<file path="src/rtl/nmea_pkg.sv">
// nmea_pkg
//   Shared definitions for the NMEA time-field decoder: FSM state encoding,
//   err_code values, ASCII digit bounds, range limits for hh/mm/ss and a
//   helper that folds two BCD-style digits into a binary value.
package nmea_pkg;

  typedef enum logic [1:0] {
    ST_IDLE    = 2'd0,
    ST_COLLECT = 2'd1,
    ST_CHECK   = 2'd2,
    ST_HOLD    = 2'd3
  } state_e;

  localparam logic [1:0] ERR_NONE    = 2'b00;
  localparam logic [1:0] ERR_DIGIT   = 2'b01;
  localparam logic [1:0] ERR_RANGE   = 2'b10;
  localparam logic [1:0] ERR_TIMEOUT = 2'b11;

  localparam logic [7:0] ASCII_0 = 8'h30;
  localparam logic [7:0] ASCII_9 = 8'h39;

  localparam logic [6:0] MAX_HH = 7'd23;
  localparam logic [6:0] MAX_MM = 7'd59;
  localparam logic [6:0] MAX_SS = 7'd60;  // 60 admits a leap second

  localparam int unsigned N_DIGITS = 6;

  // 10*tens + units; the largest result (99) fits the 7-bit intermediate.
  function automatic logic [6:0] two_digit(input logic [3:0] tens,
                                           input logic [3:0] units);
    return ({3'b000, tens} * 7'd10) + {3'b000, units};
  endfunction

endpackage

</file>
<file path="src/rtl/nmea_time_decode_if.sv">
// nmea_time_decode_if
//   Bundles the character stream into the decoder and the decoded time
//   results coming back out.
//   master: drives info_data/info_valid, observes the time outputs.
//   slave : the decoder; receives characters, drives the time outputs.
interface nmea_time_decode_if #(
  parameter int N_BITS = 8
);
  logic [N_BITS-1:0] info_data;
  logic              info_valid;
  logic [4:0]        hours;
  logic [5:0]        minutes;
  logic [5:0]        seconds;
  logic              time_valid;
  logic              time_error;
  logic [1:0]        err_code;

  modport master (
    output info_data, info_valid,
    input  hours, minutes, seconds, time_valid, time_error, err_code
  );

  modport slave (
    input  info_data, info_valid,
    output hours, minutes, seconds, time_valid, time_error, err_code
  );
endinterface

</file>
<file path="src/rtl/nmea_digit_check.sv">
// nmea_digit_check
//   Purely combinational ASCII digit classifier.
//   char_data   : N_BITS character
//   is_digit    : high when char_data lies in '0'..'9'
//   digit_value : binary value of the digit, 0 when not a digit
module nmea_digit_check
  import nmea_pkg::*;
#(
  parameter int N_BITS = 8
) (
  input  logic [N_BITS-1:0] char_data,
  output logic              is_digit,
  output logic [3:0]        digit_value
);

  // Classify the byte; inside 0x30..0x39 the low nibble already is the value.
  always_comb begin
    is_digit    = (char_data >= N_BITS'(ASCII_0)) && (char_data <= N_BITS'(ASCII_9));
    if (is_digit) begin
      digit_value = char_data[3:0];
    end else begin
      digit_value = 4'd0;
    end
  end

endmodule

</file>
<file path="src/rtl/nmea_time_decode.sv">
// nmea_time_decode
//   Decodes a 6-character ASCII "hhmmss" field into binary hours, minutes
//   and seconds with digit, range and inter-digit timeout checking.
//   clk   : clock, rising edge
//   rst   : synchronous active-high reset, highest priority
//   clear : synchronous re-arm; abandons the field, keeps last time/err_code
//   bus   : slave side of nmea_time_decode_if (info_data/info_valid in,
//           hours/minutes/seconds/time_valid/time_error/err_code out)
//   Every output is driven straight from a register.
module nmea_time_decode
  import nmea_pkg::*;
#(
  parameter int N_BITS         = 8,
  parameter int TIMEOUT_CYCLES = 1000000
) (
  input  logic                    clk,
  input  logic                    rst,
  input  logic                    clear,
  nmea_time_decode_if.slave       bus
);

  localparam int TMO_W = $clog2(TIMEOUT_CYCLES + 1);
  localparam logic [TMO_W-1:0] TMO_LIMIT = TMO_W'(TIMEOUT_CYCLES);

  state_e           state_r, state_s;
  logic [2:0]       count_r, count_s;
  logic [TMO_W-1:0] tmo_r, tmo_s;
  logic [3:0]       digit_r [N_DIGITS];
  logic [3:0]       digit_s [N_DIGITS];
  logic [4:0]       hours_r, hours_s;
  logic [5:0]       minutes_r, minutes_s;
  logic [5:0]       seconds_r, seconds_s;
  logic             time_valid_r, time_valid_s;
  logic             time_error_r, time_error_s;
  logic [1:0]       err_code_r, err_code_s;

  logic             is_digit_s;
  logic [3:0]       digit_val_s;
  logic [6:0]       hh_s, mm_s, ss_s;
  logic             range_ok_s;

  nmea_digit_check #(
    .N_BITS(N_BITS)
  ) u_digit_check (
    .char_data   (bus.info_data),
    .is_digit    (is_digit_s),
    .digit_value (digit_val_s)
  );

  // Binary field values and range verdict, consumed only in CHECK.
  always_comb begin
    hh_s       = two_digit(digit_r[0], digit_r[1]);
    mm_s       = two_digit(digit_r[2], digit_r[3]);
    ss_s       = two_digit(digit_r[4], digit_r[5]);
    range_ok_s = (hh_s <= MAX_HH) && (mm_s <= MAX_MM) && (ss_s <= MAX_SS);
  end

  // Next-state and next-output logic; clear overrides every state.
  always_comb begin
    state_s      = state_r;
    count_s      = count_r;
    tmo_s        = tmo_r;
    digit_s      = digit_r;
    hours_s      = hours_r;
    minutes_s    = minutes_r;
    seconds_s    = seconds_r;
    time_valid_s = 1'b0;
    time_error_s = 1'b0;
    err_code_s   = err_code_r;

    if (clear) begin
      state_s = ST_IDLE;
      count_s = 3'd0;
      tmo_s   = '0;
    end else begin
      case (state_r)
        ST_IDLE: begin
          if (bus.info_valid) begin
            if (is_digit_s) begin
              digit_s[0] = digit_val_s;
              count_s    = 3'd1;
              tmo_s      = '0;
              state_s    = ST_COLLECT;
            end else begin
              state_s      = ST_HOLD;
              err_code_s   = ERR_DIGIT;
              time_error_s = 1'b1;
            end
          end else begin
            state_s = ST_IDLE;
          end
        end

        ST_COLLECT: begin
          if (bus.info_valid) begin
            if (is_digit_s) begin
              // Loop compare keeps the write index inside the array bounds.
              for (int i = 0; i < N_DIGITS; i++) begin
                if (count_r == 3'(i)) begin
                  digit_s[i] = digit_val_s;
                end else begin
                  digit_s[i] = digit_r[i];
                end
              end
              count_s = count_r + 3'd1;
              tmo_s   = '0;
              if (count_r == 3'(N_DIGITS - 1)) begin
                state_s = ST_CHECK;
              end else begin
                state_s = ST_COLLECT;
              end
            end else begin
              state_s      = ST_HOLD;
              err_code_s   = ERR_DIGIT;
              time_error_s = 1'b1;
            end
          end else if (tmo_r == TMO_LIMIT) begin
            // TIMEOUT_CYCLES idle cycles were tolerated; one more is too many.
            state_s      = ST_HOLD;
            err_code_s   = ERR_TIMEOUT;
            time_error_s = 1'b1;
          end else begin
            tmo_s = tmo_r + TMO_W'(1);
          end
        end

        ST_CHECK: begin
          state_s = ST_HOLD;
          if (range_ok_s) begin
            hours_s      = hh_s[4:0];
            minutes_s    = mm_s[5:0];
            seconds_s    = ss_s[5:0];
            time_valid_s = 1'b1;
            err_code_s   = ERR_NONE;
          end else begin
            time_error_s = 1'b1;
            err_code_s   = ERR_RANGE;
          end
        end

        ST_HOLD: begin
          state_s = ST_HOLD;
        end

        default: begin
          state_s = ST_IDLE;
          count_s = 3'd0;
          tmo_s   = '0;
        end
      endcase
    end
  end

  // State and output registers with synchronous reset.
  always_ff @(posedge clk) begin
    if (rst) begin
      state_r      <= ST_IDLE;
      count_r      <= 3'd0;
      tmo_r        <= '0;
      digit_r      <= '{default: 4'd0};
      hours_r      <= 5'd0;
      minutes_r    <= 6'd0;
      seconds_r    <= 6'd0;
      time_valid_r <= 1'b0;
      time_error_r <= 1'b0;
      err_code_r   <= ERR_NONE;
    end else begin
      state_r      <= state_s;
      count_r      <= count_s;
      tmo_r        <= tmo_s;
      digit_r      <= digit_s;
      hours_r      <= hours_s;
      minutes_r    <= minutes_s;
      seconds_r    <= seconds_s;
      time_valid_r <= time_valid_s;
      time_error_r <= time_error_s;
      err_code_r   <= err_code_s;
    end
  end

  assign bus.hours      = hours_r;
  assign bus.minutes    = minutes_r;
  assign bus.seconds    = seconds_r;
  assign bus.time_valid = time_valid_r;
  assign bus.time_error = time_error_r;
  assign bus.err_code   = err_code_r;

endmodule
</file>
<file path="src/flat_wrapper.sv">
// flat-port wrapper written by rule: the top's interface ports become plain ports
module nmea_time_decode_flat import nmea_pkg::*;
#(
  parameter int N_BITS         = 8,
  parameter int TIMEOUT_CYCLES = 1000000
)
  (clk, rst, clear, bus_info_data, bus_info_valid, bus_hours, bus_minutes, bus_seconds, bus_time_valid, bus_time_error, bus_err_code);
  nmea_time_decode_if #(.N_BITS(N_BITS)) bus_i ();
  input  logic clk;
  input  logic rst;
  input  logic clear;
  input wire logic [$bits(bus_i.info_data)-1:0] bus_info_data;
  input wire logic [$bits(bus_i.info_valid)-1:0] bus_info_valid;
  output wire logic [$bits(bus_i.hours)-1:0] bus_hours;
  output wire logic [$bits(bus_i.minutes)-1:0] bus_minutes;
  output wire logic [$bits(bus_i.seconds)-1:0] bus_seconds;
  output wire logic [$bits(bus_i.time_valid)-1:0] bus_time_valid;
  output wire logic [$bits(bus_i.time_error)-1:0] bus_time_error;
  output wire logic [$bits(bus_i.err_code)-1:0] bus_err_code;
  assign bus_i.info_data = bus_info_data;
  assign bus_i.info_valid = bus_info_valid;
  assign bus_hours = bus_i.hours;
  assign bus_minutes = bus_i.minutes;
  assign bus_seconds = bus_i.seconds;
  assign bus_time_valid = bus_i.time_valid;
  assign bus_time_error = bus_i.time_error;
  assign bus_err_code = bus_i.err_code;
  nmea_time_decode #(.N_BITS(N_BITS), .TIMEOUT_CYCLES(TIMEOUT_CYCLES)) u_core (.clk(clk), .rst(rst), .clear(clear), .bus(bus_i));
endmodule
</file>
<file path="config.mk">
export PLATFORM = sky130hd
export DESIGN_NAME = nmea_time_decode_flat
export DESIGN_NICKNAME = d
export VERILOG_FILES = /design/src/rtl/nmea_pkg.sv /design/src/rtl/nmea_time_decode_if.sv /design/src/rtl/nmea_digit_check.sv /design/src/rtl/nmea_time_decode.sv /design/src/flat_wrapper.sv
export SDC_FILE = /design/constraint.sdc
export NUM_CORES = 1
export LEC_CHECK = 0
export BUFFER_PORTS_ARGS = -buffer_cell sky130_fd_sc_hd__buf_2
export CORE_ASPECT_RATIO = 0.75
export CORE_MARGIN = 2
export CORE_UTILIZATION = 34
export CTS_CLUSTER_DIAMETER = 100
export DETAILED_ROUTE_END_ITERATION = 8
export PLACE_DENSITY = 0.54
export SLEW_MARGIN = 0
export SYNTH_ARGS = -nofsm -noshare
export SYNTH_HDL_FRONTEND = slang
export SYNTH_HIERARCHICAL = 1
export SYNTH_SLANG_ARGS = --single-unit
</file>
<file path="constraint.sdc">
create_clock -name clk -period 3.4 [get_ports clk]
set_input_delay 0 -clock clk [delete_from_list [all_inputs] [get_ports clk]]
set_output_delay 0 -clock clk [all_outputs]
set_load 0.01 [all_outputs]
</file>
* Word-level counts from Yosys, hierarchy flattened
Index checks and enable logic that the tools add are counted.
** Storage, ports and cells
- Flip-flop bits (word level) :: 70
- Input port bits :: 12
- Logic and storage cells :: 106
** Operators by class
- Add/subtract/negate cells :: 5
- Multiply operators :: 3
- $lt $le $gt $ge :: 5
- Eq/ne operators :: 16
- Muxes and demuxes :: 40
- Bitwise operators :: 2
- Reductions and logical operators :: 20
** Operators with widths (count)
- $mux 20 :: 4
- $mux 24 :: 2
- $pmux 20 s2 :: 1
- $mux 4 :: 8
- $reduce_and 5->1 :: 6
- $add 7x4->7 :: 3
- $add 20x1->20 const B :: 1
- $eq 20x20->1 const B :: 1
- $mux 2 :: 10
- $mul 4x3->6 const B :: 3
- $le 7x6->1 const B :: 2
- $mux 3 :: 4
- $pmux 2 s3 :: 2
- $ge 8x6->1 const B :: 1
- $le 8x6->1 const B :: 1
- $pmux 4 s2 :: 1
- $le 7x5->1 const B :: 1
- $reduce_and 7->1 :: 1
- $eq 3x2->1 const B :: 2
- $eq 3x3->1 const B :: 2
- $mux 1 :: 6
- $ne 2x1->1 const B :: 3
- $pmux 3 s2 :: 1
- $reduce_and 3->1 :: 2
- 17 further kinds :: 23

* Logic depth before layout (Yosys ltp)
- Depth in word-level cells :: 7
- Gate-level depth with buffers :: 12
- Mapped depth without buffers :: 10

* By module
The synthesis kept the hierarchy.
** Modules (own cells, without submodules)
- nmea_time_decode :: times used 1, cells an instance 490, area each 4140.2 µm², seq. area each 1401.3 µm²
- nmea_digit_check :: times used 1, cells an instance 9, area each 81.3 µm², seq. area each 0.0 µm²

* Least setup slack after synthesis
No wires, ideal clock.
- Kind :: register to register
- Start point :: reg u_core/digit_r[21] (netlist name)
- End point :: reg u_core.seconds_r[4], in the netlist u_core/bus.seconds[4]
- Library setup time :: 0.074 ns
- Arrival :: 2.623 ns
- Slack :: 0.703 ns
- Cell stages (with the launch flop) :: 11
- Clock period less this slack :: 2.697 ns
- Cell sequence :: dfxtp_1 ha_1 ha_1 inv_1 fa_1 or3b_1 o22ai_1 a221o_1 nand4_1 or4_1 o21ai_0
** On the way
- Word-level cells in the longest chain between the ends :: 6
** RTL lines
- from (decl) :: line nmea_time_decode.sv:28 : logic [3:0] digit_r [N_DIGITS];
- from (signal assigned) :: line nmea_time_decode.sv:171 : digit_r <= digit_s;
- $mul 4x3->6 :: line nmea_pkg.sv:31 : return ({3'b000, tens} * 7'd10) + {3'b000, units};
- $add 7x4->7 :: line nmea_pkg.sv:31
- $le 7x5->1 :: line nmea_time_decode.sv:55 : range_ok_s = (hh_s <= MAX_HH) && (mm_s <= MAX_MM) && (ss_s <= MAX_SS);
- $logic_and 1x1->1 (2 in series) :: line nmea_time_decode.sv:55
- $reduce_and 3->1 (no source line)
- to (signal assigned) :: line nmea_time_decode.sv:174 : seconds_r <= seconds_s;
- to (decl) :: line nmea_time_decode.sv:32 : logic [5:0] seconds_r, seconds_s;
No other way between the ends.
A chain may end at the register's enable or synchronous reset.

* Worst setup path in the final report
- Start point :: reg u_core/digit_r[21] (netlist name)
- End point :: reg u_core.minutes_r[3], in the netlist u_core/bus.minutes[3]
** On the way
- Word-level cells in the longest chain between the ends :: 6
** RTL lines
- $mul 4x3->6 :: line nmea_pkg.sv:31
- $add 7x4->7 :: line nmea_pkg.sv:31
- $le 7x5->1 :: line nmea_time_decode.sv:55
- $logic_and 1x1->1 (2 in series) :: line nmea_time_decode.sv:55
- $reduce_and 3->1 (no source line)
- to (signal assigned) :: line nmea_time_decode.sv:173 : minutes_r <= minutes_s;
- to (decl) :: line nmea_time_decode.sv:31 : logic [5:0] minutes_r, minutes_s;
No other way between the ends.

==> results.md <==
- Crit-path leading delay family: adder cells
- Post-synth ARST share: 0
- Slowest cell on crit path: fa_1
- Wire per inst: 16.0 um
- DR vias/cell: 5.42
- Post-synth top area cell: dfxtp_1
- VDD IR max: 0.000248 V
- Max-Cap Viols: 0
- Number of global-route vias before repair: 3535
- Largest net degree at the start of global routing: 49
- Syn nets: 546
- Critical Path Fanout Max: 14
- Status: finished, final reports clean
- WP data required: 3630 ps
- Hpwl dp: 7.96 mm
- Die H: 101 um
- Total number of vias: 3754
- #FFs+latches synth: 70
- Simple-Gate Fraction of Synth Area: 0.239
- Drt pass-1 iters: 4
- Sequential fraction of the synthesis area: 0.332
- Top-count cell post-synth: dfxtp_1
- Fmax: 328 MHz
- Fin. Hold Viols: 0
- Die area: 13300 um^2
- Commonest register cell after synthesis: dfxtp_1
- Setup Skew: 5.48 ps
- Core Area: 12200 um^2
- Post-synthesis compound-gate area fraction: 0.197
- CTS-repair resized insts: 0
- Synth cell count leaders: dfxtp_1, a21oi_1, nor2_1, nand3_1, nand2_1
- Min cycle time layout: 3040 ps
- Antenna violations before repair: 0
- Core Util, Final: 0.397
- Pins Over Slew Limit: 0
- Grt ovf: 0
- Crit path capture type: register
- Largest family of logic cells by synthesized area: simple AND/OR/NAND/NOR gates
- Worst path max stage delay: 570 ps
- Worst path depth: 10
- CTS tree: done
- CTS root buf: clkbuf_16
- Post-synthesis adder-cell area fraction: 0.117
- Syn_area_per_cell: 8.46 um^2
- H-tree Lvls: 3
- Post-synthesis xor/xnor area fraction: 0.0270
- Register-to-Register Path Depth: 10
- WL final: 11.1 mm
- Critical path cell sequence: ha_1, ha_1, inv_1, fa_1, or3b_1, o22ai_1, a221o_1, and4_1, a21oi_1, a211oi_1
- RSZ-0062 raised after global routing: false
- RD Place Congestion: 0.842
- Antenna diodes: 0
- Total CTS buffers: 9
- Multiplexer share of the synthesized area: 0.0403
- Least-Margin Pin Slew: 1130 ps
- P_leak: 1.71 nW
- Buffers on Ports: 32
- Final net count: 570
- Starting density of the core: 0.346
- CP dominant cell by count: ha_1
- DR iter-0 viols: 329
- Die width: 133 um
- Worst slew margin: 0.243
- Worst path bufs/invs: 1
- Rows: 35
- First-pass GRT wire length: 18.1 mm
- Mapped Area: 4220 um^2
- Endpoints failing setup: 0
- Maximum clock insertion buffer count: 2
- Final period util: 0.896
- GRT Total Usage: 0.169
- EDFF count, synth: 0
- Share of cells above drive strength 1: 0.127
- Hold buffers post-CTS: 0
- Share of Yosys cell area claimed by the top area cell type: 0.332
- Syn Inst Count: 499
- RR Startpoint: u_core/digit_r[21]$_SDFFE_PP0P_
- Crit. Startpoint: u_core/digit_r[21]$_SDFFE_PP0P_
- Fin cells: 693
- Post-CTS Setup Bufs: 0
- Placed instance count: 678
- Area grow syn2layout: 14.9%
- PwrDens: 418 nW/um^2
- CP endpoint: u_core/bus.minutes[3]$_SDFFE_PP0P_
- Residual DRC: 0
- WP data arrival: 3280 ps
- Worst min path class: input pin to register
- Synth warn: 6
- Final TNS setup: 0 ps
- Largest cells by area after synthesis: dfxtp_1, ha_1, a21oi_1, nand3_1, mux2i_1
- Worst setup SP type: register
- FF-to-FF End: u_core/bus.minutes[3]$_SDFFE_PP0P_
- Reg2reg setup slack: 360 ps
- # clock sinks: 70
- I/O pin count: 33
- Routed Antenna Nets: 0
- Worst skew pair latency: 330 ps
- Clk pin slew, worst setup/hold paths: 60 ps
- Crit Path Category: register to register
- Synth unique cells: 60
[metal layers]
metal	up-vias	global-route usage	share of wire
met3	7	0.0337	0.045
met1	1788	0.253	0.54
li1	1864	-	-
met5	-	0	0
met4	0	0.0414	0.0071
met2	95	0.246	0.41
[state kept, by name (all words and copies together), names as in the netlist]
name and flops:
u_core/bus.time_error 1, u_core/bus.seconds 6, u_core/state_r 2, u_core/tmo_r 20
u_core/bus.time_valid 1, u_core/digit_r 24, u_core/bus.minutes 6, u_core/bus.hours 5
u_core/bus.err_code 2, u_core/count_r 3
[cells in the final DEF (no fill, tap or decap), types with 5 or more instances in the layout]
cell       instances
a211oi_1           5
a21oi_1           49
a311oi_1           9
and2_1             5
buf_2             32
clkbuf_16          9
dfxtp_1           70
fa_1               6
ha_1              29
inv_1             28
mux2i_1           17
nand2_1           31
nand2b_1           9
nand3_1           36
nand4_1            7
nor2_1            45
nor2b_1            5
nor3_1            11
o21ai_0           27
or4_1              8
xnor2_1           12
[per-stage QoR]
stage               hold WS, ps  area [um^2]  worst slack [ps]  power, mW
finish                     89.0         4850               355       2.03
global placement            395         4520               491      0.968
global route               95.8         4850               101       2.09
detailed placement          404         4520               395      0.968
CTS                        71.1         4850               371       2.05
floorplan                   199         4220               703      0.932
[power breakdown]
part           switching, mW  internal (mW)  total (mW)
clock                  0.365          0.712        1.08
sequential           0.00492          0.827       0.832
combinational         0.0811         0.0388       0.120
[worst reg2reg max path, delay by kind of cell (launching register included)]
family                     cells  cell delay [ps]
DFF                            1              360
adders and majority gates      3             1000
and+or+nand+nor                2              840
AOI/OAI and AO/OA              4              710
buffers and inverters          1               50
[cell families after synthesis]
kind of cell | count (synthesis)
flip-flops | 70
AO/OA/AOI/OAI | 125
multiplexers | 17
XOR/XNOR | 13
buffers and inverters | 50
adder cells (fa/ha/maj) | 36
AND/OR/NAND/NOR | 188
[how the worst min path moves through the flow]
stage	slack, ps	to	startpoint	depth (start not counted)
final	90	u_core/digit_r[8]$_SDFFE_PP0P_	bus_info_data[0]	5
after global placement	400	bus_time_valid	u_core/bus.time_valid$_SDFF_PP0_	1
after CTS	70	u_core/digit_r[8]$_SDFFE_PP0P_	bus_info_data[0]	5
after global routing	100	u_core/digit_r[8]$_SDFFE_PP0P_	bus_info_data[0]	5
after floorplan	200	u_core/tmo_r[10]$_SDFFE_PP0P_	bus_info_valid	3
after detailed placement	400	bus_time_error	u_core/bus.time_error$_SDFF_PP0_	1
[cell type report]
class	instances	area [um^2]
multi-input cells	379	2620
inverters	28	105
flip-flops and latches	70	1400
clock inverters	6	111
well taps	166	208
clock buffers	9	225
fillers	1234	7370
repair buffers	35	183
No activity file was read; power rests on OpenSTA's default activity.
